<file path="src/rtl/vm_pkg.sv">
// Shared types and default widths for the vector-machine reduction stages.
package vm_pkg;

    localparam int DEF_WIDTH     = 24;
    localparam int DEF_ACC_WIDTH = 48;
    localparam int DEF_LEN_WIDTH = 8;

    typedef enum logic [1:0] {
        IDLE,
        ACCUM,
        DONE
    } state_e;

endpackage

</file>
<file path="src/rtl/pair_adder.sv">
// Combinational sum of two unsigned lanes with a carry bit, so no information
// is lost before the caller widens it further.
module pair_adder
    import vm_pkg::*;
#(
    parameter int WIDTH = DEF_WIDTH
) (
    input  logic [WIDTH-1:0] a_i,
    input  logic [WIDTH-1:0] b_i,
    output logic [WIDTH:0]   sum_o
);

    assign sum_o = {1'b0, a_i} + {1'b0, b_i};

endmodule

</file>
<file path="src/rtl/sum_sq_accum.sv">
// Accumulates squared lane pairs over a programmable-length vector and
// presents the wrapped sum plus a sticky overflow flag on an output handshake.
module sum_sq_accum
    import vm_pkg::*;
#(
    parameter int WIDTH     = DEF_WIDTH,
    parameter int ACC_WIDTH = DEF_ACC_WIDTH,
    parameter int LEN_WIDTH = DEF_LEN_WIDTH
) (
    input  logic                 clk,
    input  logic                 rst_n,
    input  logic                 start,
    input  logic [LEN_WIDTH-1:0] vec_len,
    input  logic                 in_valid,
    output logic                 in_ready,
    input  logic [WIDTH-1:0]     square_1,
    input  logic [WIDTH-1:0]     square_2,
    output logic                 out_valid,
    input  logic                 out_ready,
    output logic [ACC_WIDTH-1:0] sum_out,
    output logic                 overflow,
    output logic                 busy
);

    state_e               state_q, state_d;
    logic [LEN_WIDTH-1:0] cnt_q, cnt_d;
    logic [ACC_WIDTH-1:0] acc_q, acc_d;
    logic                 ovf_q, ovf_d;

    logic [WIDTH:0]       pair_sum;
    logic [ACC_WIDTH:0]   acc_sum;
    logic                 beat;

    pair_adder #(.WIDTH(WIDTH)) u_pair_adder (
        .a_i   (square_1),
        .b_i   (square_2),
        .sum_o (pair_sum)
    );

    // One extra bit on top of the accumulator catches the wrap for overflow.
    assign acc_sum = {1'b0, acc_q} + {{(ACC_WIDTH-WIDTH){1'b0}}, pair_sum};
    assign beat    = in_valid && in_ready;

    // NOTE: reset is sampled on the clock edge, and all state uses <= so every
    // register sees the pre-edge values of the others.
    always_ff @(posedge clk) begin
        if (!rst_n) state_q <= IDLE;
        else        state_q <= state_d;
    end

    // NOTE: every always_comb output gets a default first, so no path can
    // leave it unassigned and infer a latch.
    always_comb begin
        state_d = state_q;
        case (state_q)
            IDLE:    if (start) state_d = (vec_len == '0) ? DONE : ACCUM;
            ACCUM:   if (beat && cnt_q == LEN_WIDTH'(1)) state_d = DONE;
            DONE:    if (out_ready) state_d = IDLE;
            default: state_d = IDLE;
        endcase
    end

    always_comb begin
        in_ready  = 1'b0;
        out_valid = 1'b0;
        busy      = 1'b1;
        case (state_q)
            IDLE:    busy      = 1'b0;
            ACCUM:   in_ready  = 1'b1;
            DONE:    out_valid = 1'b1;
            default: busy      = 1'b0;
        endcase
    end

    always_comb begin
        cnt_d = cnt_q;
        acc_d = acc_q;
        ovf_d = ovf_q;
        if (state_q == IDLE && start) begin
            cnt_d = vec_len;
            acc_d = '0;
            ovf_d = 1'b0;
        end else if (beat) begin
            cnt_d = cnt_q - LEN_WIDTH'(1);
            acc_d = acc_sum[ACC_WIDTH-1:0];
            ovf_d = ovf_q | acc_sum[ACC_WIDTH];
        end
    end

    always_ff @(posedge clk) begin
        if (!rst_n) begin
            cnt_q <= '0;
            acc_q <= '0;
            ovf_q <= 1'b0;
        end else begin
            cnt_q <= cnt_d;
            acc_q <= acc_d;
            ovf_q <= ovf_d;
        end
    end

    assign sum_out  = acc_q;
    assign overflow = ovf_q;

endmodule

</file>
<file path="config.mk">
export PLATFORM = sky130hd
export DESIGN_NAME = sum_sq_accum
export DESIGN_NICKNAME = d
export VERILOG_FILES = /design/src/rtl/vm_pkg.sv /design/src/rtl/pair_adder.sv /design/src/rtl/sum_sq_accum.sv
export SDC_FILE = /design/constraint.sdc
export NUM_CORES = 1
export LEC_CHECK = 0
export CAP_MARGIN = 0
export CORE_MARGIN = 5
export CORE_UTILIZATION = 34
export DETAILED_ROUTE_END_ITERATION = 6
export PLACE_DENSITY = 0.68
export SLEW_MARGIN = 20
export SYNTH_ARGS = -nofsm -noshare
export SYNTH_HDL_FRONTEND = slang
export SYNTH_SLANG_ARGS = --single-unit
export TNS_END_PERCENT = 5
</file>
<file path="constraint.sdc">
create_clock -name clk -period 4.85 [get_ports clk]
set_input_delay 0.97 -clock clk [delete_from_list [all_inputs] [get_ports clk]]
set_output_delay 0.97 -clock clk [all_outputs]
set_load 0.01 [all_outputs]
</file>
* After elaboration in Yosys (flattened, before gate mapping)
Index checks and enable logic that the tools add are counted.
Word-level totals: register bits after elaboration 59, latch bits 0, RAM bits 0, ROM bits 0, input bits 61, output and inout bits 52, word-level logic and storage cells 34, memories kept 0
Cells by class: add/sub/neg operators 3, multipliers 0, div/mod/pow operators 0, magnitude comparators 0, equal/unequal tests 6, shifts and indexed selects 0, mux-type cells 10, bitwise operators 2, reduce and logical (&&, ||, !) cells 9
Operator list (number):
- adder 48 x 25 -> 49 bit | 1
- adder 24 x 24 -> 25 bit | 1
- 2-to-1 mux 8 bit | 2
- == test 8 x 1 -> 1 bit (second input constant) | 1
- logical NOT 8 bit | 1
- 2-to-1 mux 2 bit | 4
- subtractor 8 x 1 -> 8 bit (second input constant) | 1
- inequality test 2 bit (second input constant) | 3
- one-hot mux 2 bit (3 select lines) | 1
- OR reduction 2 bit | 2
- logical AND 1 bit | 3
- 2-to-1 mux 1 bit | 3
- AND reduction 3 bit | 1
- == test 2 x 1 -> 1 bit (second input constant) | 1
- == test 2 bit (second input constant) | 1
- logical NOT 2 bit | 1
- nonzero test 2 bit | 1
- NOT 1 bit | 1
- OR 1 bit | 1

* Depth between registers and ports, before layout
depth after elaboration 6, gate-level depth with buffers 13, depth with buffers taken out 13

* Hierarchy
From an unflattened synthesis, not the netlist that was laid out.
Second synthesis, totals: cell total of the unflattened synthesis 669, area total of the unflattened synthesis 5116.2 sq um
By module, submodules not included:
- sum_sq_accum | times used 1, cells each 497, area each 3863.7 sq um
- pair_adder | times used 1, cells each 172, area each 1252.5 sq um

* Worst setup path before layout
No wires, ideal clock.
path type input-to-reg, start in square_1[18], end reg acc_q[47] (netlist: sum_out[47]), setup time 0.125 ns, data arrival time 3.409 ns, required time 4.725 ns, slack 1.315 ns, stages on the path 10, path buffers 1, cells stage by stage fa_1 -> ha_1 -> buf_6 -> a21o_1 -> a21o_1 -> a221o_1 -> a221oi_4 -> nand2_2 -> nor3b_1 -> mux2i_1
On the way: cells in the longest elaborated chain, start to end 2
RTL lines:
- from (decl) | line sum_sq_accum.sv:16 | input logic [WIDTH-1:0] square_1,
- adder 24 x 24 -> 25 bit | line pair_adder.sv:13 | assign sum_o = {1'b0, a_i} + {1'b0, b_i};
- adder 48 x 25 -> 49 bit | line sum_sq_accum.sv:41 | assign acc_sum = {1'b0, acc_q} + {{(ACC_WIDTH-WIDTH){1'b0}}, pair_sum};
- to (signal assigned) | line sum_sq_accum.sv:93 | acc_q <= '0;
- to (signal assigned) | line sum_sq_accum.sv:97 | acc_q <= acc_d;
- to (decl) | line sum_sq_accum.sv:27 | logic [ACC_WIDTH-1:0] acc_q, acc_d;
No other way between the ends. A chain may end at the register's enable or synchronous reset.

* Final worst setup path
start in square_1[0], end reg acc_q[45] (netlist: sum_out[45])
The elaborated chain is that of the path after synthesis.

==> impl_metrics.yaml <==
floorplan:
  die_y_um: 125.5
  fp-row-count: 42
  core-area_sq_um: 13140
  die_area_sq_um: 15750
  io_pins: 113
  die_width_um: 125.5
  start_util_pct: 34.53
critical_path:
  critPathArrivalTime_ns: 4.21
  worstSetupEndpointType: "flip-flop"
  path_max_fanout: 10
  worstSetupPathType: "primary input to flip-flop"
  critPathRequiredTime_ns: 5.04
  cp-start-kind: "primary input"
yosys:
  postSynthCellCount: 537
  ys_ff_latch: 59
  avgSynthCellArea_sq_um: 8.449
  async_flop_share_pct: 0
  ys_warn_count: 0
  synth_ff_type: "dfxtp_1"
  synth_cell_types: 60
  syn_nets: 652
  ys_seq_area_share_pct: 26.03
  synth_edf_count: 0
  synthesis.area_sq_um: 4537
layout:
  fill_cells: 1303
  design_area_sq_um: 6133
  drive_gt1_share_pct: 4.961
  antennaDiodeCount: 0
  num-nets-final: 755
  syn_to_final_growth_pct: 35.19
sta:
  final_max_slew_viol_count: 0
  setup_viol: 0
  skew_ns: 0.008269
  fin_crit_ns: 4.024
  slew_headroom_pct: 40.16
  finalHoldViolCount: 0
  worst_pin_slew_ns: 0.8955
  fin_setup_tns_ns: 0
  rsz0062_at_grt: "no"
  post-route-period-util_pct: 82.98
  max_freq_mhz: 248.5
power_and_ir_drop:
  powerDensity_nw_per_um2: 307.0
  cellLeakagePower_uw: 0.002327
  ir_drop_v: 0.0001776
  power_uw: 1883
run_status:
  outcome: "finished clean"
placement:
  hpwl_um: 10300
  portBuffers: 112
  placed_cell_area_sq_um: 5804
  gp_congestion: 0.9312
cts:
  cts_sinks: 59
  numCtsBuffers: 9
  insertion_delay_ns: 0.33
  cts_max_path_buffers: 2
  cts_setup_buffers: 0
  cts_htree_levels: 3
  cts_root_buffer: "clkbuf_16"
  clk_pin_slew_worst_paths_ns: 0.05
  cts-resized-gates: 0
  cts_tree: "done"
  cts_hold_buf: 0
global_route:
  grt_pass1_vias: 4564
  grt_use_total_pct: 16.92
  grt_max_degree: 22
  overflow: 0
  grt_pass1_wl_um: 22270
  antenna_found_initial: 0
drt:
  drt_iter0_markers: 276
  via_per_inst: 5.386
  finalWirelength_um: 13280
  first_pass_iters: 5
  routedWlPerCell_um: 16.17
  vias: 4422
  drc_errors: 0
  ant_nets: 0
flow_run:
  maxCapViolCount: 0
hold_path:
  hp-class: "flip-flop to flip-flop"
synth_stat cells (2+ instances only):
cell type   n  area (sq um)
xor2_1      4         35.03
nand3b_1    4         30.03
xnor2_1    22         192.7
o21ai_0    18         90.09
ha_1       29         362.9
nand2_2     2         12.51
buf_1       2         7.510
a31oi_1     3         18.77
dfxtp_1    59          1181
o41ai_1     3         26.28
clkbuf_1   19         71.32
nand4_1    17         106.4
a21o_1     14         105.1
o21ai_1     5         25.02
buf_6       2         22.52
o211ai_1    4         30.03
buf_2       2         10.01
a2111o_1    3         33.78
and3_1      4         25.02
a211oi_1    7         52.55
a21oi_1    54         270.3
a221o_1     2         20.02
inv_1      20         75.07
fa_1       25         500.5
nor3_1     11         55.05
nand2b_1    4         25.02
or4_1       5         37.54
mux2i_1     4         40.04
nand2_1    69         259.0
o211a_1     9         90.09
nor2b_1     6         37.54
and4_1      3         26.28
o21a_1      5         37.54
a21boi_0    2         15.01
and2_1      4         25.02
o31ai_1     6         45.04
nor2_1     34         127.6
o21bai_1    5         37.54
nor4_1      4         25.02
nand3_1    18         90.09
or3_1       5         31.28
power by group:
| group | leakage, uW | total [uW] | internal (uW) | switching (uW) |
|---|---|---|---|---|
| Clock | 0.000159 | 700 | 477 | 223 |
| Combinational | 0.00169 | 645 | 281 | 365 |
| Sequential | 0.000478 | 538 | 513 | 24.8 |
| Total | 0.00233 | 1880 | 1270 | 613 |
sequential cells by signal, indices dropped and copies added, names as in the netlist:
| signal | cells |
|---|---|
| sum_out | 48 |
| overflow | 1 |
| cnt_q | 8 |
| state_q | 2 |
placed cells by master, fill, tap and decap left out, drive strengths merged, types with 5 or more instances in the layout:
| cell type | count |
|---|---|
| a21o | 14 |
| o21bai | 5 |
| nand3 | 18 |
| or4 | 5 |
| o21a | 5 |
| dfxtp | 59 |
| inv | 20 |
| nor2b | 6 |
| or3 | 5 |
| clkdlybuf4s50 | 112 |
| ha | 29 |
| nand2 | 71 |
| nor2 | 34 |
| fa | 25 |
| o21ai | 23 |
| a21oi | 55 |
| nor3 | 11 |
| o211ai | 5 |
| a211oi | 7 |
| buf | 5 |
| clkbuf | 12 |
| o211a | 9 |
| nand4 | 17 |
| o31ai | 7 |
| xnor2 | 22 |
routing by layer:
metal	part of all wire (%)	vias to the layer above	track usage [%]
li1	-	2152	-
met1	43	2113	20.92
met2	49	139	28.63
met3	6.5	18	4.861
met4	1.5	0	4.974
met5	0	-	0
worst max-delay path, stage by stage:
cell	delay [ns]
clkdlybuf4s50_1	0.46
inv_1	0.06
fa_1	0.43
inv_1	0.08
ha_1	0.16
inv_1	0.06
fa_1	0.37
nor2b_1	0.22
o2111ai_1	0.19
a21oi_1	0.33
o311ai_2	0.32
a211oi_1	0.37
xnor2_1	0.16
nor2_1	0.05
logic make-up after synthesis:
| group | Yosys count | synth area share (%) |
|---|---|---|
| flip-flops | 59 | 26.03 |
| adder cells (fa/ha/maj) | 54 | 19.03 |
| AO/OA/AOI/OAI | 154 | 23.86 |
| multiplexers | 4 | 0.8826 |
| AND/OR/NAND/NOR | 195 | 21.07 |
| buffers and inverters | 45 | 4.109 |
| XOR/XNOR | 26 | 5.019 |
final timing paths:
| check | startpoint | end | slack, ns | cells after the start |
|---|---|---|---|---|
| max | square_1[0] | sum_out[45]$_SDFFE_PP0P_ | 0.83 | 14 |
| min | overflow$_SDFFE_PP0P_ | overflow$_SDFFE_PP0P_ | 0.47 | 1 |
| max reg2reg | sum_out[1]$_SDFFE_PP0P_ | sum_out[45]$_SDFFE_PP0P_ | 1.63 | 11 |
| min reg2reg | overflow$_SDFFE_PP0P_ | overflow$_SDFFE_PP0P_ | 0.47 | 1 |
layout make-up:
cell class / instances / area [sq um] / share of cell area [%]
Clock inverter: 4 / 72.57 / 1.183
Multi-Input combinational cell: 433 / 3169 / 51.67
Timing Repair Buffer: 117 / 1159 / 18.89
Inverter: 20 / 75.07 / 1.224
Sequential cell: 59 / 1181 / 19.26
Clock buffer: 12 / 256.5 / 4.182
Tap cell: 176 / 220.2 / 3.590
per-stage QoR:
stage | hold WS [ns] | instances | setup slack (ns) | util [%]
4_1_cts | 0.4686 | 821 | 0.8043 | 46.69
6_report | 0.4738 | 821 | 0.8256 | 46.69
2_1_floorplan | 0.4736 | 537 | 1.315 | -
3_3_place_gp | 0.4395 | 805 | 0.5598 | 44.18
3_5_place_dp | 0.4450 | 805 | 0.4698 | 44.18
5_1_grt | 0.4902 | 821 | 0.5033 | 46.69
Power figures use the tool's default switching activity.
